`src/rtl/speed_ctrl_pkg.sv`:
```
// Shared widths, default limits and command encoding for the speed divisor control path.
package speed_ctrl_pkg;

    localparam int CNT_W  = 32;
    localparam int DEB_W  = 20;
    localparam int RAMP_W = 16;

    localparam logic [CNT_W-1:0] DEF_DEFAULT_COUNT = 32'd25_000;
    localparam logic [CNT_W-1:0] DEF_MIN_COUNT     = 32'd2_500;
    localparam logic [CNT_W-1:0] DEF_MAX_COUNT     = 32'd250_000;
    localparam logic [CNT_W-1:0] DEF_STEP          = 32'd2_500;

    typedef enum logic [1:0] {
        CMD_NONE,
        CMD_FASTER,
        CMD_SLOWER,
        CMD_DEFAULT
    } cmd_t;

    // Default wins; faster and slower pressed together cancel out.
    function automatic cmd_t arbitrate(input logic faster, input logic slower, input logic dflt);
        if (dflt)
            return CMD_DEFAULT;
        else if (faster && !slower)
            return CMD_FASTER;
        else if (slower && !faster)
            return CMD_SLOWER;
        else
            return CMD_NONE;
    endfunction

endpackage

```
`src/rtl/btn_debounce.sv`:
```
// Raw button to one-cycle press pulse: 2-FF synchroniser, hold-time debounce, rising-edge detect.
module btn_debounce
    import speed_ctrl_pkg::*;
#(
    parameter logic [DEB_W-1:0] DEB_CYCLES = 20'd500_000
) (
    input  logic inclk,
    input  logic Reset,
    input  logic btn,
    output logic rise
);

    logic             sync_p0;
    logic             sync_p1;
    logic             level;
    logic [DEB_W-1:0] deb_cnt;

    always_ff @(posedge inclk or negedge Reset) begin
        if (!Reset) begin
            sync_p0 <= 1'b0;
            sync_p1 <= 1'b0;
            level   <= 1'b0;
            deb_cnt <= '0;
            rise    <= 1'b0;
        end else begin
            sync_p0 <= btn;
            sync_p1 <= sync_p0;
            rise    <= 1'b0;
            // Any cycle where the synchronised input agrees with the level restarts the hold count.
            if (sync_p1 == level) begin
                deb_cnt <= '0;
            end else if (deb_cnt == DEB_CYCLES - DEB_W'(1)) begin
                deb_cnt <= '0;
                level   <= sync_p1;
                rise    <= sync_p1;
            end else begin
                deb_cnt <= deb_cnt + DEB_W'(1);
            end
        end
    end

endmodule

```
`src/rtl/speed_divisor_ctrl.sv`:
```
// Button-driven divisor word for the clock divider with saturating faster/slower/default control.
// Optional gradual slew of the output count is enabled by defining DIV_RAMP_EN.
module speed_divisor_ctrl
    import speed_ctrl_pkg::*;
#(
    parameter logic [CNT_W-1:0] DEFAULT_COUNT = DEF_DEFAULT_COUNT,
    parameter logic [CNT_W-1:0] MIN_COUNT     = DEF_MIN_COUNT,
    parameter logic [CNT_W-1:0] MAX_COUNT     = DEF_MAX_COUNT,
    parameter logic [CNT_W-1:0] STEP          = DEF_STEP,
    parameter logic [DEB_W-1:0] DEB_CYCLES    = 20'd500_000
`ifdef DIV_RAMP_EN
    ,
    parameter logic [RAMP_W-1:0] RAMP_CYCLES  = 16'd5_000,
    parameter logic [CNT_W-1:0]  RAMP_STEP    = 32'd250
`endif
) (
    input  logic             inclk,
    input  logic             Reset,
    input  logic             btn_faster,
    input  logic             btn_slower,
    input  logic             btn_default,
    output logic [CNT_W-1:0] div_clk_count,
    output logic             at_min,
    output logic             at_max,
    output logic             busy
);

    logic             rise_faster;
    logic             rise_slower;
    logic             rise_default;
    cmd_t             cmd;
    logic [CNT_W-1:0] target;
    logic [CNT_W-1:0] next_target;

    // Arithmetic is carried at 33 bits so neither direction can wrap before clamping.
    function automatic logic [CNT_W-1:0] sat_dec(input logic [CNT_W-1:0] cur);
        logic [CNT_W:0] diff;
        diff = {1'b0, cur} - {1'b0, STEP};
        if (diff[CNT_W] || (diff[CNT_W-1:0] < MIN_COUNT))
            return MIN_COUNT;
        return diff[CNT_W-1:0];
    endfunction

    function automatic logic [CNT_W-1:0] sat_inc(input logic [CNT_W-1:0] cur);
        logic [CNT_W:0] sum;
        sum = {1'b0, cur} + {1'b0, STEP};
        if (sum > {1'b0, MAX_COUNT})
            return MAX_COUNT;
        return sum[CNT_W-1:0];
    endfunction

    btn_debounce #(.DEB_CYCLES(DEB_CYCLES)) u_deb_faster (
        .inclk(inclk), .Reset(Reset), .btn(btn_faster), .rise(rise_faster)
    );
    btn_debounce #(.DEB_CYCLES(DEB_CYCLES)) u_deb_slower (
        .inclk(inclk), .Reset(Reset), .btn(btn_slower), .rise(rise_slower)
    );
    btn_debounce #(.DEB_CYCLES(DEB_CYCLES)) u_deb_default (
        .inclk(inclk), .Reset(Reset), .btn(btn_default), .rise(rise_default)
    );

    always_comb begin
        cmd         = arbitrate(rise_faster, rise_slower, rise_default);
        next_target = target;
        unique case (cmd)
            CMD_FASTER:  next_target = sat_dec(target);
            CMD_SLOWER:  next_target = sat_inc(target);
            CMD_DEFAULT: next_target = DEFAULT_COUNT;
            default:     next_target = target;
        endcase
    end

    // Target stage: flags follow the target one cycle later.
    always_ff @(posedge inclk or negedge Reset) begin
        if (!Reset) begin
            target <= DEFAULT_COUNT;
            at_min <= (DEFAULT_COUNT == MIN_COUNT);
            at_max <= (DEFAULT_COUNT == MAX_COUNT);
            busy   <= 1'b0;
        end else begin
            target <= next_target;
            at_min <= (target == MIN_COUNT);
            at_max <= (target == MAX_COUNT);
            busy   <= (div_clk_count != target);
        end
    end

`ifdef DIV_RAMP_EN
    logic [RAMP_W-1:0] ramp_cnt;

    function automatic logic [CNT_W-1:0] slew(input logic [CNT_W-1:0] cur,
                                              input logic [CNT_W-1:0] tgt);
        logic signed [CNT_W:0] delta;
        logic signed [CNT_W:0] lim;
        delta = $signed({1'b0, tgt}) - $signed({1'b0, cur});
        lim   = $signed({1'b0, RAMP_STEP});
        if (delta > lim)
            return cur + RAMP_STEP;
        else if (delta < -lim)
            return cur - RAMP_STEP;
        return tgt;
    endfunction

    // Output stage: one bounded step per ramp-counter wrap; a moving target does not restart the counter.
    always_ff @(posedge inclk or negedge Reset) begin
        if (!Reset) begin
            ramp_cnt      <= '0;
            div_clk_count <= DEFAULT_COUNT;
        end else if (div_clk_count != target) begin
            if (ramp_cnt == RAMP_CYCLES - RAMP_W'(1)) begin
                ramp_cnt      <= '0;
                div_clk_count <= slew(div_clk_count, target);
            end else begin
                ramp_cnt <= ramp_cnt + RAMP_W'(1);
            end
        end else begin
            ramp_cnt <= '0;
        end
    end
`else
    // Output stage: count follows target one cycle later.
    always_ff @(posedge inclk or negedge Reset) begin
        if (!Reset)
            div_clk_count <= DEFAULT_COUNT;
        else
            div_clk_count <= target;
    end
`endif

endmodule

```
`config.mk`:
```
export PLATFORM = sky130hd
export DESIGN_NAME = speed_divisor_ctrl
export DESIGN_NICKNAME = d
export VERILOG_FILES = /design/src/rtl/speed_ctrl_pkg.sv /design/src/rtl/btn_debounce.sv /design/src/rtl/speed_divisor_ctrl.sv
export SDC_FILE = /design/constraint.sdc
export NUM_CORES = 1
export LEC_CHECK = 0
export ABC_AREA = 1
export BUFFER_PORTS_ARGS = -buffer_cell sky130_fd_sc_hd__buf_2
export CAP_MARGIN = 10
export CORE_ASPECT_RATIO = 2
export CORE_MARGIN = 4
export CORE_UTILIZATION = 35
export DETAILED_ROUTE_END_ITERATION = 8
export PLACE_DENSITY = 0.6
export RECOVER_POWER = 50
export SLEW_MARGIN = 20
export SYNTH_ARGS = -nofsm -noshare
export SYNTH_HDL_FRONTEND = slang
export SYNTH_SLANG_ARGS = --single-unit
```
`constraint.sdc`:
```
create_clock -name inclk -period 2.7 [get_ports inclk]
set_input_delay 0.675 -clock inclk [delete_from_list [all_inputs] [get_ports inclk]]
set_output_delay 0.675 -clock inclk [all_outputs]
set_load 0.02 [all_outputs]
```
# --- Yosys cells after proc, flatten, opt, wreduce, memory -nomap -nowiden ---
# Cells that the tools add are included.
totals:
  reg_bits: 139
  in_bits: 5
  output_inout_bits: 35
  elab_cells: 75
classes:
  n_addsub: 5
  magnitude_cmp: 2
  eq_ne: 12
  n_mux: 24
  bitwise_logic: 3
  reduce_logical: 9
op_table:
  columns: ["cell", "count"]
  rows:
  - ["$mux W32", 4]
  - ["$mux W20", 6]
  - ["$pmux W32 S3", 1]
  - ["$add A20 B1 Y20 const B", 3]
  - ["$eq A20 B19 Y1 const B", 3]
  - ["$add A32 B12 Y33 const B", 1]
  - ["$gt A33 B18 Y1 const B", 1]
  - ["$sub A32 B12 Y33 const B", 1]
  - ["$eq A32 B12 Y1 const B", 1]
  - ["$eq A32 B18 Y1 const B", 1]
  - ["$lt A32 B12 Y1 const B", 1]
  - ["$ne A32 B32 Y1", 1]
  - ["$mux W1", 10]
  - ["$mux W2", 3]
  - ["$reduce_and A2 Y1", 3]
  - ["$eq A2 B2 Y1 const B", 2]
  - ["$eq A1 B1 Y1", 3]
  - ["$not A1 Y1", 3]
  - ["$reduce_bool A3 Y1", 1]
  - ["$eq A2 B1 Y1 const B", 1]
  - ["$logic_and A1 B1 Y1", 2]
  - ["$logic_not A1 Y1", 2]
  - ["$logic_or A1 B1 Y1", 1]

# --- Longest topological paths before layout ---
depth:
  ltp_word: 9
  depth_mapped: 20
  ltp_nobuf: 20

# --- Cells and area by module ---
# A second synthesis with hierarchy kept.
hier_totals:
  cells_unflattened: 1355
  area_unflattened_um2: 9440.3
by_module_without_submodules:
  columns: ["mod", "instances", "cells_each", "area_per_inst_um2", "seq_area_each_um2"]
  rows:
  - ["speed_divisor_ctrl", 1, 845, 5476.5, 1591.5]
  - ["btn_debounce", 3, 170, 1321.3, 600.6]

# --- Worst setup path before layout ---
# Ideal clock, no wire load.
synth_timing:
  kind: "reg-to-reg"
  from: "register target[3]"
  to: "register target[23]"
  setup_time_ps: 133
  t_arrival_ps: 2235
  t_required_ps: 2567
  setup_slack_ps: 333
  path_stages_with_launch: 18
  path_buffers: 1
  synth_period_minus_slack_ps: 2367
  path_cell_list: "dfstp_2 inv_1 ha_1 nand2_1 nand3_2 nand2_1 nor2_1 nand2_1 nand2_1 nor2_1 nand2_1 nor2_1 nand3_2 nand2_2 nor2_4 buf_6 nand3_1 o21ai_0"
synth_via:
  elab_chain_cells: 7
  word_cells_on_any_way: 12
  cone_classes: "2 x add/sub; 2 x order compare; 7 x mux; 1 x reduce/logical"
synth_lines:
  columns: ["item", "line_no", "text"]
  rows:
  - ["from (decl)", "speed_divisor_ctrl.sv:32", "logic [CNT_W-1:0] target;"]
  - ["from (signal assigned)", "speed_divisor_ctrl.sv:81", "target <= next_target;"]
  - ["$sub A32 B12 Y33", "speed_divisor_ctrl.sv:38", "diff = {1'b0, cur} - {1'b0, STEP};"]
  - ["$lt A32 B12 Y1", "speed_divisor_ctrl.sv:39", "if (diff[CNT_W] || (diff[CNT_W-1:0] < MIN_COUNT))"]
  - ["$logic_or A1 B1 Y1", "speed_divisor_ctrl.sv:39", null]
  - ["$mux W1", "speed_divisor_ctrl.sv:39", null]
  - ["$mux W1", "speed_divisor_ctrl.sv:65", "unique case (cmd)"]
  - ["$mux W32", "speed_divisor_ctrl.sv:41", "return diff[CNT_W-1:0];"]
  - ["$pmux W32 S3 *", "speed_divisor_ctrl.sv:65", null]
# Every way passes the cells marked *; elsewhere a longest branch is shown, timed or not. The select of a mux whose other input is x is not followed.
# A chain may end at the register's enable or synchronous reset.

# --- Worst setup path after layout ---
layout_timing:
  from: "register target[10]"
  to: "register target[18]"
# The elaborated chain is that of the path after synthesis.

==> metrics.txt <==
vias in the first global route=8,392; outcome=finished, violations left; total CTS buffers=17; post-DR vias/cell=5.18; WS Path Type=flop to flop; P per Cell Area=443 nW/µm²; fin crit share=0.969; syn_area_per_cell=7.21 µm²; Final Max Slew Viols=60; startpoint types=flop; Layout area overhead=26.7%; TritonRoute pass-1 iters=5; total grt overflow=0; count of different cell masters after synthesis=46; Core Footprint=23,300 µm²; Total Routing Usage GR=0.236; Bufs on Longest Clock Path=2; EDFF count, synth=0; CTS H-tree lvls=4; Final GP Congestion=1.09; antenna diode count=0; Worst setup EP type=flop; Vias=8,273; worst hold slack=0.348 ns; fill cell count=2,356; Max-Cap Viols=1; Leakage=5.22 nW; DIE HEIGHT=225 µm; drt wl/cell=18.5 µm; Final Util=0.449; Max Clock Skew=0.0111 ns; RSZ-0062 raised after global routing=true; final WL=29.6 mm; clock sink count=135; post-synthesis sequential area ratio=0.410; Post-Syn Instances=1,147; Worst Path Max Fanout=14; Main synth FF type=dfrtp_1; antenna violations before repair=0; FMAX=382 MHz; dpl hpwl=23.2 mm; Async SR Flop Fraction=1.00; number of DRC markers in iteration 0=394; Hold Path Class=flop to flop; worst-margin pin slew=1.62 ns; Clock Latency Late Sink=0.44 ns; Fin Setup TNS=0 ns; io pins=40; Die Area=26,300 µm²; PortBufs=37; Hold Vio Cnt, Final=0; VDD IR-drop max=0.331 mV; Worst-path clk slew=0.06 ns; relative slew slack=-0.0774; crit path DAT=2.91 ns; failing checks=capacitance limit, slew limit; post-route ant nets=0; min Tclk post-route=2.62 ns; Die Wd=117 µm; netlist area before placement=8280 µm²; # DRC=0; first-pass GRT wire length=45.8 mm; CTS tree=done; Synth Register Bits=135; pin count of the biggest net entering global routing=61; share of layout cells above drive strength 1=0.219; nets=1,314; num rows=79; CTS Hold Bufs=0; Worst Path Required=3.00 ns; Starting Density=0.355; Ys Warns=0; CTS root buffer=clkbuf_16; final setup fails=0; flop2flop setup slack=0.08 ns
-- per-layer routing --
metal  track usage  routed length [µm]  share of wire
met5             0                   0              0
met4         0.236                3800           0.13
met3        0.0648                1460          0.049
met2         0.418               15600           0.53
met1         0.197                8680           0.29
-- per-stage QoR --
stage	power, mW	worst slack, ns	area (µm²)	cells
3_5_place_dp	2.19	-0.0824	9520	1549
3_3_place_gp	2.18	-0.0788	9520	1549
2_1_floorplan	2.12	0.333	8280	1148
6_report	4.65	0.0839	10500	1596
5_1_grt	4.82	-0.0891	10500	1596
4_1_cts	4.72	0.00230	10200	1582
-- flip-flops by register name, indices dropped and copies added, names as in the netlist, 20 cells and up --
register,cells
div_clk_count,30
target,30
u_deb_default.deb_cnt,20
u_deb_faster.deb_cnt,20
u_deb_slower.deb_cnt,20
-- power breakdown --
part,internal (mW),switching (mW),total [mW]
combinational,0.0236,0.0720,0.0956
clock,1.60,0.907,2.50
sequential,2.04,0.00923,2.05
total,3.66,0.988,4.65
-- logic make-up (layout without fill, tap and decap cells) --
group           after synthesis  in the layout  synth area share
flops                       135            135             0.410
compound gates               95             95            0.0634
other cells                   1              2          0.000453
fa+ha+maj                     9              9            0.0136
buf+inv                     168            333            0.0853
xor+xnor                     47             47            0.0497
simple gates                692            692             0.378
-- critical path: stages, from the launching register on --
cell	delay (ns)
dfrtp_2	0.47
o21ai_2	0.25
nand2_4	0.13
inv_1	0.11
nand2_2	0.09
buf_12	0.14
o21ai_0	0.14
nand2_1	0.15
nor2_1	0.12
nand2_1	0.06
nor2_1	0.11
buf_4	0.12
nand3_2	0.12
nand2_4	0.11
nor2_4	0.05
buf_12	0.15
nand3_1	0.07
o21ai_0	0.08
-- cell type report --
type,count,area [µm²],share of cell area
sequential,135,3400,0.324
inverter,136,514,0.0491
timing repair buffer,165,1200,0.115
clock buffer,21,460,0.0439
tap,283,354,0.0338
multi-input combinational,845,4380,0.418
clock inverter,11,171,0.0164
-- synthesized netlist by cell type (9+ instances only) --
cell type,n,area (µm²)
nand2_1,314,1180
nor2_1,150,563
inv_1,129,484
dfrtp_1,123,3080
nand3_1,91,455
o21ai_0,38,190
nand4_1,36,225
nor3_1,33,165
xor2_1,31,272
a21oi_1,29,145
nor4_1,16,100
xnor2_1,16,140
dfstp_2,12,315
buf_2,11,55.1
nand2_2,10,62.6
nor3b_1,10,75.1
ha_1,9,113
o21ai_1,9,45.0
-- cell usage in the layout (no fill, tap or decap), types with 4 or more instances in the layout --
cell | Yosys | layout
nand2_1 | 314 | 301
clkbuf_1 | 8 | 5
buf_2 | 11 | 36
a31oi_1 | 5 | 5
nand2_2 | 10 | 17
dfstp_2 | 12 | 12
ha_1 | 9 | 8
nor2_4 | 5 | 9
nand3_1 | 91 | 90
inv_1 | 129 | 126
dfrtp_1 | 123 | 118
xnor2_1 | 16 | 16
nor3_1 | 33 | 32
nand2_4 | 1 | 7
o21ai_0 | 38 | 37
nand4_1 | 36 | 36
dfrtp_2 | 0 | 5
clkbuf_16 | 0 | 17
nor2_2 | 7 | 17
o21ai_1 | 9 | 9
buf_12 | 0 | 5
bufinv_16 | 0 | 4
or2_2 | 4 | 4
nand3_4 | 0 | 5
a21oi_1 | 29 | 29
buf_4 | 8 | 117
nor3b_1 | 10 | 10
inv_2 | 6 | 8
nor4_1 | 16 | 16
xor2_1 | 31 | 29
o21a_1 | 5 | 5
nor2_1 | 150 | 136
-- timing repair --
| item | 4_1_cts | 5_1_grt |
|---|---|---|
| gates resized for setup | 6 | 54 |
| buffers inserted | 1 | 14 |
| endpoints found under the hold margin | 0 | 0 |
| endpoints found under the setup margin | 29 | 30 |
| pin swaps | 1 | 13 |
-- final timing paths --
check                      depth (start not counted)                        to             startpoint
setup / recovery                                  17                target[18]             target[10]
hold / removal                                     0     u_deb_default.sync_p1  u_deb_default.sync_p0
setup reg to reg                                  17                target[18]             target[10]
hold reg to reg                                    0     u_deb_default.sync_p1  u_deb_default.sync_p0
max in group asynchronous                          1                target[10]                  Reset
min in group asynchronous                          1  u_deb_slower.deb_cnt[16]                  Reset
Note: power is estimated with default switching activity, not from simulation.
